## src/rtl/maze_pkg.sv

```systemverilog
// maze_pkg
// Shared definitions for the tile-maze game controller:
//   - 3-bit phase encodings (also driven out on the phase port)
//   - difficulty select codes
//   - bit positions of the move_req pulse vector
//   - sat_step(): one-tile step clamped to the map edge
package maze_pkg;

    // Game phases
    localparam logic [2:0] ST_MENU     = 3'd0;
    localparam logic [2:0] ST_SHOW_MAP = 3'd1;
    localparam logic [2:0] ST_PLAYING  = 3'd2;
    localparam logic [2:0] ST_CHECK    = 3'd3;
    localparam logic [2:0] ST_LOST     = 3'd4;
    localparam logic [2:0] ST_WON      = 3'd5;

    // Difficulty select codes; 2'b11 is handled as hard
    localparam logic [1:0] DIFF_EASY = 2'b00;
    localparam logic [1:0] DIFF_MED  = 2'b01;
    localparam logic [1:0] DIFF_HARD = 2'b10;

    // Bit indices into move_req
    localparam int DIR_UP    = 0;
    localparam int DIR_DOWN  = 1;
    localparam int DIR_LEFT  = 2;
    localparam int DIR_RIGHT = 3;

    // Step one tile up (inc=1) or down (inc=0), holding at 0 and max_pos
    function automatic logic [7:0] sat_step(input logic [7:0] pos,
                                            input logic       inc,
                                            input logic [7:0] max_pos);
        logic [7:0] res;
        if (inc) begin
            res = (pos >= max_pos) ? pos : pos + 8'd1;
        end else begin
            res = (pos == 8'd0) ? pos : pos - 8'd1;
        end
        return res;
    endfunction

endpackage

```

## src/rtl/move_cooldown.sv

```systemverilog
// move_cooldown
// Loadable down-counter that stops at zero.
//   clk, reset : clock, synchronous active-high reset (count cleared)
//   load       : load load_val this cycle (wins over counting)
//   load_val   : value to load
//   zero       : count is currently zero
module move_cooldown #(
    parameter int W = 32
) (
    input  logic         clk,
    input  logic         reset,
    input  logic         load,
    input  logic [W-1:0] load_val,
    output logic         zero
);

    logic [W-1:0] count_q;
    logic [W-1:0] count_d;

    always_comb begin
        count_d = count_q;
        if (load) begin
            count_d = load_val;
        end else if (count_q != '0) begin
            count_d = count_q - W'(1);
        end
    end

    always_ff @(posedge clk) begin
        if (reset) begin
            count_q <= '0;
        end else begin
            count_q <= count_d;
        end
    end

    assign zero = (count_q == '0);

endmodule

```

## src/rtl/maze_game_ctrl.sv

```systemverilog
// maze_game_ctrl
// Game controller for the tile-maze game: menu, timed map reveal, rate-limited
// movement with wall collision against an external synchronous map ROM, lives
// and win/lose.
//   clk, reset   : clock, synchronous active-high reset
//   start        : pulse; MENU -> game start, LOST/WON -> MENU
//   diff_sel     : difficulty, sampled on start in MENU
//   move_req     : pulses [0]=up [1]=down [2]=left [3]=right
//   rom_addr     : map row address (ROM returns the row one cycle later)
//   rom_data     : map row, bit x set = wall at column x
//   player_x/y   : player tile position
//   lives_left   : remaining lives
//   phase        : current phase (maze_pkg encoding)
//   map_visible  : high in SHOW_MAP, LOST, WON
//   move_done    : pulse when a move commits
//   hit          : pulse when a wall is hit
//   lost, won    : end-of-game flags
module maze_game_ctrl
    import maze_pkg::*;
#(
    parameter int MAP_W         = 30,
    parameter int MAP_H         = 21,
    parameter int START_X       = 0,
    parameter int START_Y       = 10,
    parameter int GOAL_X        = 29,
    parameter int GOAL_Y        = 11,
    parameter int SHOW_EASY     = 300000000,
    parameter int SHOW_MED      = 150000000,
    parameter int SHOW_HARD     = 50000000,
    parameter int MOVE_COOLDOWN = 5000000,
    parameter int LIVES         = 3
) (
    input  logic                     clk,
    input  logic                     reset,
    input  logic                     start,
    input  logic [1:0]               diff_sel,
    input  logic [3:0]               move_req,
    output logic [$clog2(MAP_H)-1:0] rom_addr,
    input  logic [MAP_W-1:0]         rom_data,
    output logic [7:0]               player_x,
    output logic [7:0]               player_y,
    output logic [3:0]               lives_left,
    output logic [2:0]               phase,
    output logic                     map_visible,
    output logic                     move_done,
    output logic                     hit,
    output logic                     lost,
    output logic                     won
);

    localparam int               AW           = $clog2(MAP_H);
    localparam logic [7:0]       MAX_X        = 8'(MAP_W - 1);
    localparam logic [7:0]       MAX_Y        = 8'(MAP_H - 1);
    localparam logic [7:0]       START_X8     = 8'(START_X);
    localparam logic [7:0]       START_Y8     = 8'(START_Y);
    localparam logic [7:0]       GOAL_X8      = 8'(GOAL_X);
    localparam logic [7:0]       GOAL_Y8      = 8'(GOAL_Y);
    localparam logic [3:0]       LIVES4       = 4'(LIVES);
    localparam logic [31:0]      SHOW_EASY_M1 = 32'(SHOW_EASY - 1);
    localparam logic [31:0]      SHOW_MED_M1  = 32'(SHOW_MED - 1);
    localparam logic [31:0]      SHOW_HARD_M1 = 32'(SHOW_HARD - 1);
    localparam logic [31:0]      COOL_M1      = 32'(MOVE_COOLDOWN - 1);
    localparam logic [MAP_W-1:0] COL0_MASK    = MAP_W'(1);

    logic [2:0]    state_q, state_d;
    logic [7:0]    px_q, px_d, py_q, py_d;
    logic [3:0]    lives_q, lives_d;
    logic [31:0]   timer_q, timer_d;
    logic [7:0]    cand_x_q, cand_x_d, cand_y_q, cand_y_d;
    logic [AW-1:0] rom_addr_q, rom_addr_d;
    logic          move_done_q, move_done_d;
    logic          hit_q, hit_d;
    logic          vis_q, vis_d;
    logic          lost_q, lost_d;
    logic          won_q, won_d;

    logic          cd_load;
    logic          cd_zero;
    logic [7:0]    step_x, step_y;
    logic          wall;

    move_cooldown #(
        .W (32)
    ) u_cooldown (
        .clk      (clk),
        .reset    (reset),
        .load     (cd_load),
        .load_val (COOL_M1),
        .zero     (cd_zero)
    );

    // Requested neighbour tile. Only the highest-priority pulse counts, and a
    // step off the map edge leaves the position unchanged, which the FSM uses
    // to recognise "nothing to do".
    always_comb begin
        step_x = px_q;
        step_y = py_q;
        if (move_req[DIR_UP]) begin
            step_y = sat_step(py_q, 1'b0, MAX_Y);
        end else if (move_req[DIR_DOWN]) begin
            step_y = sat_step(py_q, 1'b1, MAX_Y);
        end else if (move_req[DIR_LEFT]) begin
            step_x = sat_step(px_q, 1'b0, MAX_X);
        end else if (move_req[DIR_RIGHT]) begin
            step_x = sat_step(px_q, 1'b1, MAX_X);
        end
    end

    // Column select on the row returned by the ROM for the latched candidate
    assign wall = |(rom_data & (COL0_MASK << cand_x_q));

    // Phase sequencing, position/lives bookkeeping and output flags
    always_comb begin
        state_d     = state_q;
        px_d        = px_q;
        py_d        = py_q;
        lives_d     = lives_q;
        timer_d     = timer_q;
        cand_x_d    = cand_x_q;
        cand_y_d    = cand_y_q;
        rom_addr_d  = rom_addr_q;
        move_done_d = 1'b0;
        hit_d       = 1'b0;
        cd_load     = 1'b0;

        case (state_q)
            ST_MENU: begin
                if (start) begin
                    if (diff_sel == DIFF_EASY) begin
                        timer_d = SHOW_EASY_M1;
                    end else if (diff_sel == DIFF_MED) begin
                        timer_d = SHOW_MED_M1;
                    end else begin
                        timer_d = SHOW_HARD_M1;
                    end
                    px_d    = START_X8;
                    py_d    = START_Y8;
                    lives_d = LIVES4;
                    state_d = ST_SHOW_MAP;
                end
            end
            ST_SHOW_MAP: begin
                if (timer_q == 32'd0) begin
                    state_d = ST_PLAYING;
                end else begin
                    timer_d = timer_q - 32'd1;
                end
            end
            ST_PLAYING: begin
                if (cd_zero && ((step_x != px_q) || (step_y != py_q))) begin
                    cand_x_d   = step_x;
                    cand_y_d   = step_y;
                    rom_addr_d = step_y[AW-1:0];
                    state_d    = ST_CHECK;
                end
            end
            ST_CHECK: begin
                cd_load = 1'b1;
                if (wall) begin
                    px_d    = START_X8;
                    py_d    = START_Y8;
                    lives_d = lives_q - 4'd1;
                    hit_d   = 1'b1;
                    state_d = (lives_q <= 4'd1) ? ST_LOST : ST_PLAYING;
                end else begin
                    px_d        = cand_x_q;
                    py_d        = cand_y_q;
                    move_done_d = 1'b1;
                    state_d     = ((cand_x_q == GOAL_X8) && (cand_y_q == GOAL_Y8))
                                  ? ST_WON : ST_PLAYING;
                end
            end
            ST_LOST, ST_WON: begin
                if (start) begin
                    state_d = ST_MENU;
                end
            end
            default: begin
                state_d = ST_MENU;
            end
        endcase

        vis_d  = (state_d == ST_SHOW_MAP) || (state_d == ST_LOST) || (state_d == ST_WON);
        lost_d = (state_d == ST_LOST);
        won_d  = (state_d == ST_WON);
    end

    always_ff @(posedge clk) begin
        if (reset) begin
            state_q     <= ST_MENU;
            px_q        <= START_X8;
            py_q        <= START_Y8;
            lives_q     <= LIVES4;
            timer_q     <= 32'd0;
            cand_x_q    <= 8'd0;
            cand_y_q    <= 8'd0;
            rom_addr_q  <= '0;
            move_done_q <= 1'b0;
            hit_q       <= 1'b0;
            vis_q       <= 1'b0;
            lost_q      <= 1'b0;
            won_q       <= 1'b0;
        end else begin
            state_q     <= state_d;
            px_q        <= px_d;
            py_q        <= py_d;
            lives_q     <= lives_d;
            timer_q     <= timer_d;
            cand_x_q    <= cand_x_d;
            cand_y_q    <= cand_y_d;
            rom_addr_q  <= rom_addr_d;
            move_done_q <= move_done_d;
            hit_q       <= hit_d;
            vis_q       <= vis_d;
            lost_q      <= lost_d;
            won_q       <= won_d;
        end
    end

    // The address is presented one cycle ahead of its register so the ROM
    // captures the candidate row on the edge entering CHECK; the row is then
    // on rom_data throughout the single CHECK cycle.
    assign rom_addr    = reset ? '0 : rom_addr_d;
    assign player_x    = px_q;
    assign player_y    = py_q;
    assign lives_left  = lives_q;
    assign phase       = state_q;
    assign map_visible = vis_q;
    assign move_done   = move_done_q;
    assign hit         = hit_q;
    assign lost        = lost_q;
    assign won         = won_q;

endmodule

```

## config.mk

```make
export PLATFORM = sky130hd
export DESIGN_NAME = maze_game_ctrl
export DESIGN_NICKNAME = d
export VERILOG_FILES = /design/src/rtl/maze_pkg.sv /design/src/rtl/move_cooldown.sv /design/src/rtl/maze_game_ctrl.sv
export SDC_FILE = /design/constraint.sdc
export NUM_CORES = 1
export LEC_CHECK = 0
export BUFFER_PORTS_ARGS = -buffer_cell sky130_fd_sc_hd__buf_2
export CORE_UTILIZATION = 59
export DETAILED_ROUTE_END_ITERATION = 12
export HOLD_SLACK_MARGIN = 0.1
export PLACE_DENSITY_LB_ADDON = 0.3
export SLEW_MARGIN = 5
export SYNTH_ARGS = -nofsm -noshare
export SYNTH_HDL_FRONTEND = slang
export SYNTH_SLANG_ARGS = --single-unit
```

## constraint.sdc

```tcl
create_clock -name clk -period 3.38 [get_ports clk]
set_clock_uncertainty 0.05 [all_clocks]
set_input_delay 0.338 -clock clk [delete_from_list [all_inputs] [get_ports clk]]
set_output_delay 0.338 -clock clk [all_outputs]
set_load 0.01 [all_outputs]
```

==> impl_metrics.json <==
{
  "status": "finished with violations",
  "violations": "negative setup slack",
  "cp_max_fo": 7,
  "drc": 0,
  "ir_drop_uv": 532,
  "rsz0062_at_grt": "true",
  "htree_num_levels": 4,
  "antenna_found_initial": 0,
  "antennaDiodeCount": 0,
  "die_h_um": 104,
  "vias": 6090,
  "synth_seq_area_share_pct": 37.2,
  "worst_ep_arrival_time_ps": 3010,
  "synth.distinct_cells": 71,
  "final_cell_mix": "109 x dfxtp_1, 97 x nor2_1, 71 x buf_2, 63 x a21oi_1, 48 x nor3_1",
  "slew_headroom_pct": 35.1,
  "numPlacedInstances": 926,
  "r2r_setup_slack_ps": 490,
  "postRouteWirelength_mm": 16.4,
  "p_leak_uw": 0.00281,
  "worstSetupPathType": "reg -> out",
  "gp_congestion": 0.867,
  "ys_ff_latch": 113,
  "maxCapViolCount": 0,
  "grt_pass1_wl_mm": 26.4,
  "grt.overflow.total": 0,
  "coreArea_sq_mm": 0.00986,
  "die_x_um": 104,
  "synth_edf_count": 0,
  "dp_hpwl_mm": 10.9,
  "cts.reportedPaths.clkPinSlew_ps": 60,
  "period_share_pct": 100,
  "synthCells": 744,
  "crit_start": "player_x[1]",
  "hold_buffers": 0,
  "final_common_cell": "dfxtp_1",
  "grt_pass1_vias": 5570,
  "hp-class": "in -> reg",
  "clk_path_buf_depth": 2,
  "drt_first_pass_iters": 5,
  "synthesis.nets": 794,
  "setup.worst_path.start_class": "flop",
  "clock-root-buffer": "clkbuf_8",
  "via_per_inst": 6.28,
  "cts_buffers": 17,
  "setup_slack_ps": -14.5,
  "io_buffers": 71,
  "async_reset_ff_share_pct": 0,
  "finalCriticalPeriod_ps": 3390,
  "grt_max_degree": 40,
  "syn-cell-area_sq_mm": 0.00609,
  "final_nets": 873,
  "cp.required_ps": 2990,
  "fmax_ghz": 0.295,
  "worstMarginPinSlew_ps": 973,
  "die-area_sq_mm": 0.0107,
  "cp-end-kind": "output port",
  "grt_usage_pct": 30.3,
  "hold_viol": 0,
  "final-setup-viol-count": 3,
  "preCtsSetupSlack_ps": 263,
  "power_uw": 4900,
  "slew_viol_final": 0,
  "ioPinCount": 72,
  "ys_warn_count": 0,
  "cts_tree": "built",
  "clock_latency_ps": 530,
  "min_from": "start",
  "rows": 36,
  "ant_nets": 0,
  "drive_gt1_share_pct": 21.7,
  "fin_cells": 969,
  "avgSynthCellArea_sq_um": 8.18,
  "r2r-start": "timer_q[8]",
  "synth_top_flop_cell": "dfxtp_1",
  "wl_per_cell_um": 16.9,
  "start_util_pct": 61.7,
  "p_per_area_mw_per_mm2": 668,
  "synthToLayoutAreaGrowth_pct": 20.5,
  "drt_iter0_drc": 440,
  "clkSinkCount": 113
}
flip-flops by register name (all words and copies together) (netlist names):
| signal | cells |
|---|---|
| cand_x_q | 8 |
| cand_y_q | 8 |
| hit | 1 |
| lives_left | 4 |
| lost | 1 |
| map_visible | 1 |
| move_done | 1 |
| phase | 3 |
| player_x | 8 |
| player_y | 8 |
| rom_addr_q | 5 |
| timer_q | 32 |
| u_cooldown.count_q | 32 |
| won | 1 |
cell type report:
cell class	instances	area [sq um]
Multi-Input combinational cell	576	3690
Fill cell	720	2530
Sequential cell	113	2270
Timing Repair Buffer	98	558
Clock buffer	18	428
Tap cell	133	166
Clock inverter	14	156
Inverter	17	63.8
timing repair:
action,CTS,global route
buffers inserted,3,8
hold endpoints to repair,0,0
pin swaps,6,9
resized for setup,9,17
setup endpoints to repair,5,5
path summary, 6_finish.rpt:
kind         depth (start not counted)            end
max reg2reg                          6           lost
min                                  4            won
min reg2reg                          1  rom_addr_q[3]
max                                 10    rom_addr[4]
worst max-delay path, cell delays in order, from the launching register on:
cell	delay [ps]
dfxtp_2	360
inv_2	80
ha_2	190
or3b_4	380
o41a_1	440
o21ai_4	270
nand2_2	100
and3_4	190
buf_4	160
o21a_1	180
buf_2	140
synthesized netlist by cell type (12+ instances only):
cell,n,area [sq um]
clkbuf_1,30,113
nand2b_1,12,75.1
inv_1,17,63.8
nor4_1,20,125
nor2_1,98,368
o21ai_0,42,210
nand2_1,44,165
nor3_1,49,245
xor2_1,16,140
xnor2_1,25,219
nand3_1,18,90.1
a21oi_1,65,325
dfxtp_1,113,2260
per-layer routing:
metal	vias up	GRT usage, %	routed length [um]
met1	2889	36.0	6560
li1	2885	-	-
met3	43	7.74	1180
met2	273	51.7	8180
met4	0	12.8	433
met5	-	0	0
cells by family (layout without fill, tap and decap cells):
kind of cell             count (synthesis)  after routing  share of synthesized area (%)
XOR/XNOR                                41             41                           5.90
buffers and inverters                   55            147                           3.74
AND/OR/NAND/NOR                        319            319                           27.7
flip-flops                             113            113                           37.2
adder cells (fa/ha/maj)                 11             11                           2.26
AO/OA/AOI/OAI                          189            189                           20.1
multiplexers                            16             16                           3.10
where the power goes:
group	switching, uW	internal [uW]
clock	674	1080
combinational	824	675
sequential	156	1490
total	1650	3240
through the flow:
| stage | hold slack (ps) | utilization [%] | area (sq um) | setup TNS, ps |
|---|---|---|---|---|
| final | 165 | 74.4 | 7340 | -30.0 |
| after global routing | 186 | 74.4 | 7340 | -425 |
| after CTS | 155 | 73.2 | 7220 | 0 |
| after detailed placement | 401 | 66.6 | 6570 | 0 |
| after global placement | 398 | 66.6 | 6570 | 0 |
| after floorplan | 391 | - | 6090 | 0 |
No activity file was read; power rests on OpenSTA's default activity.
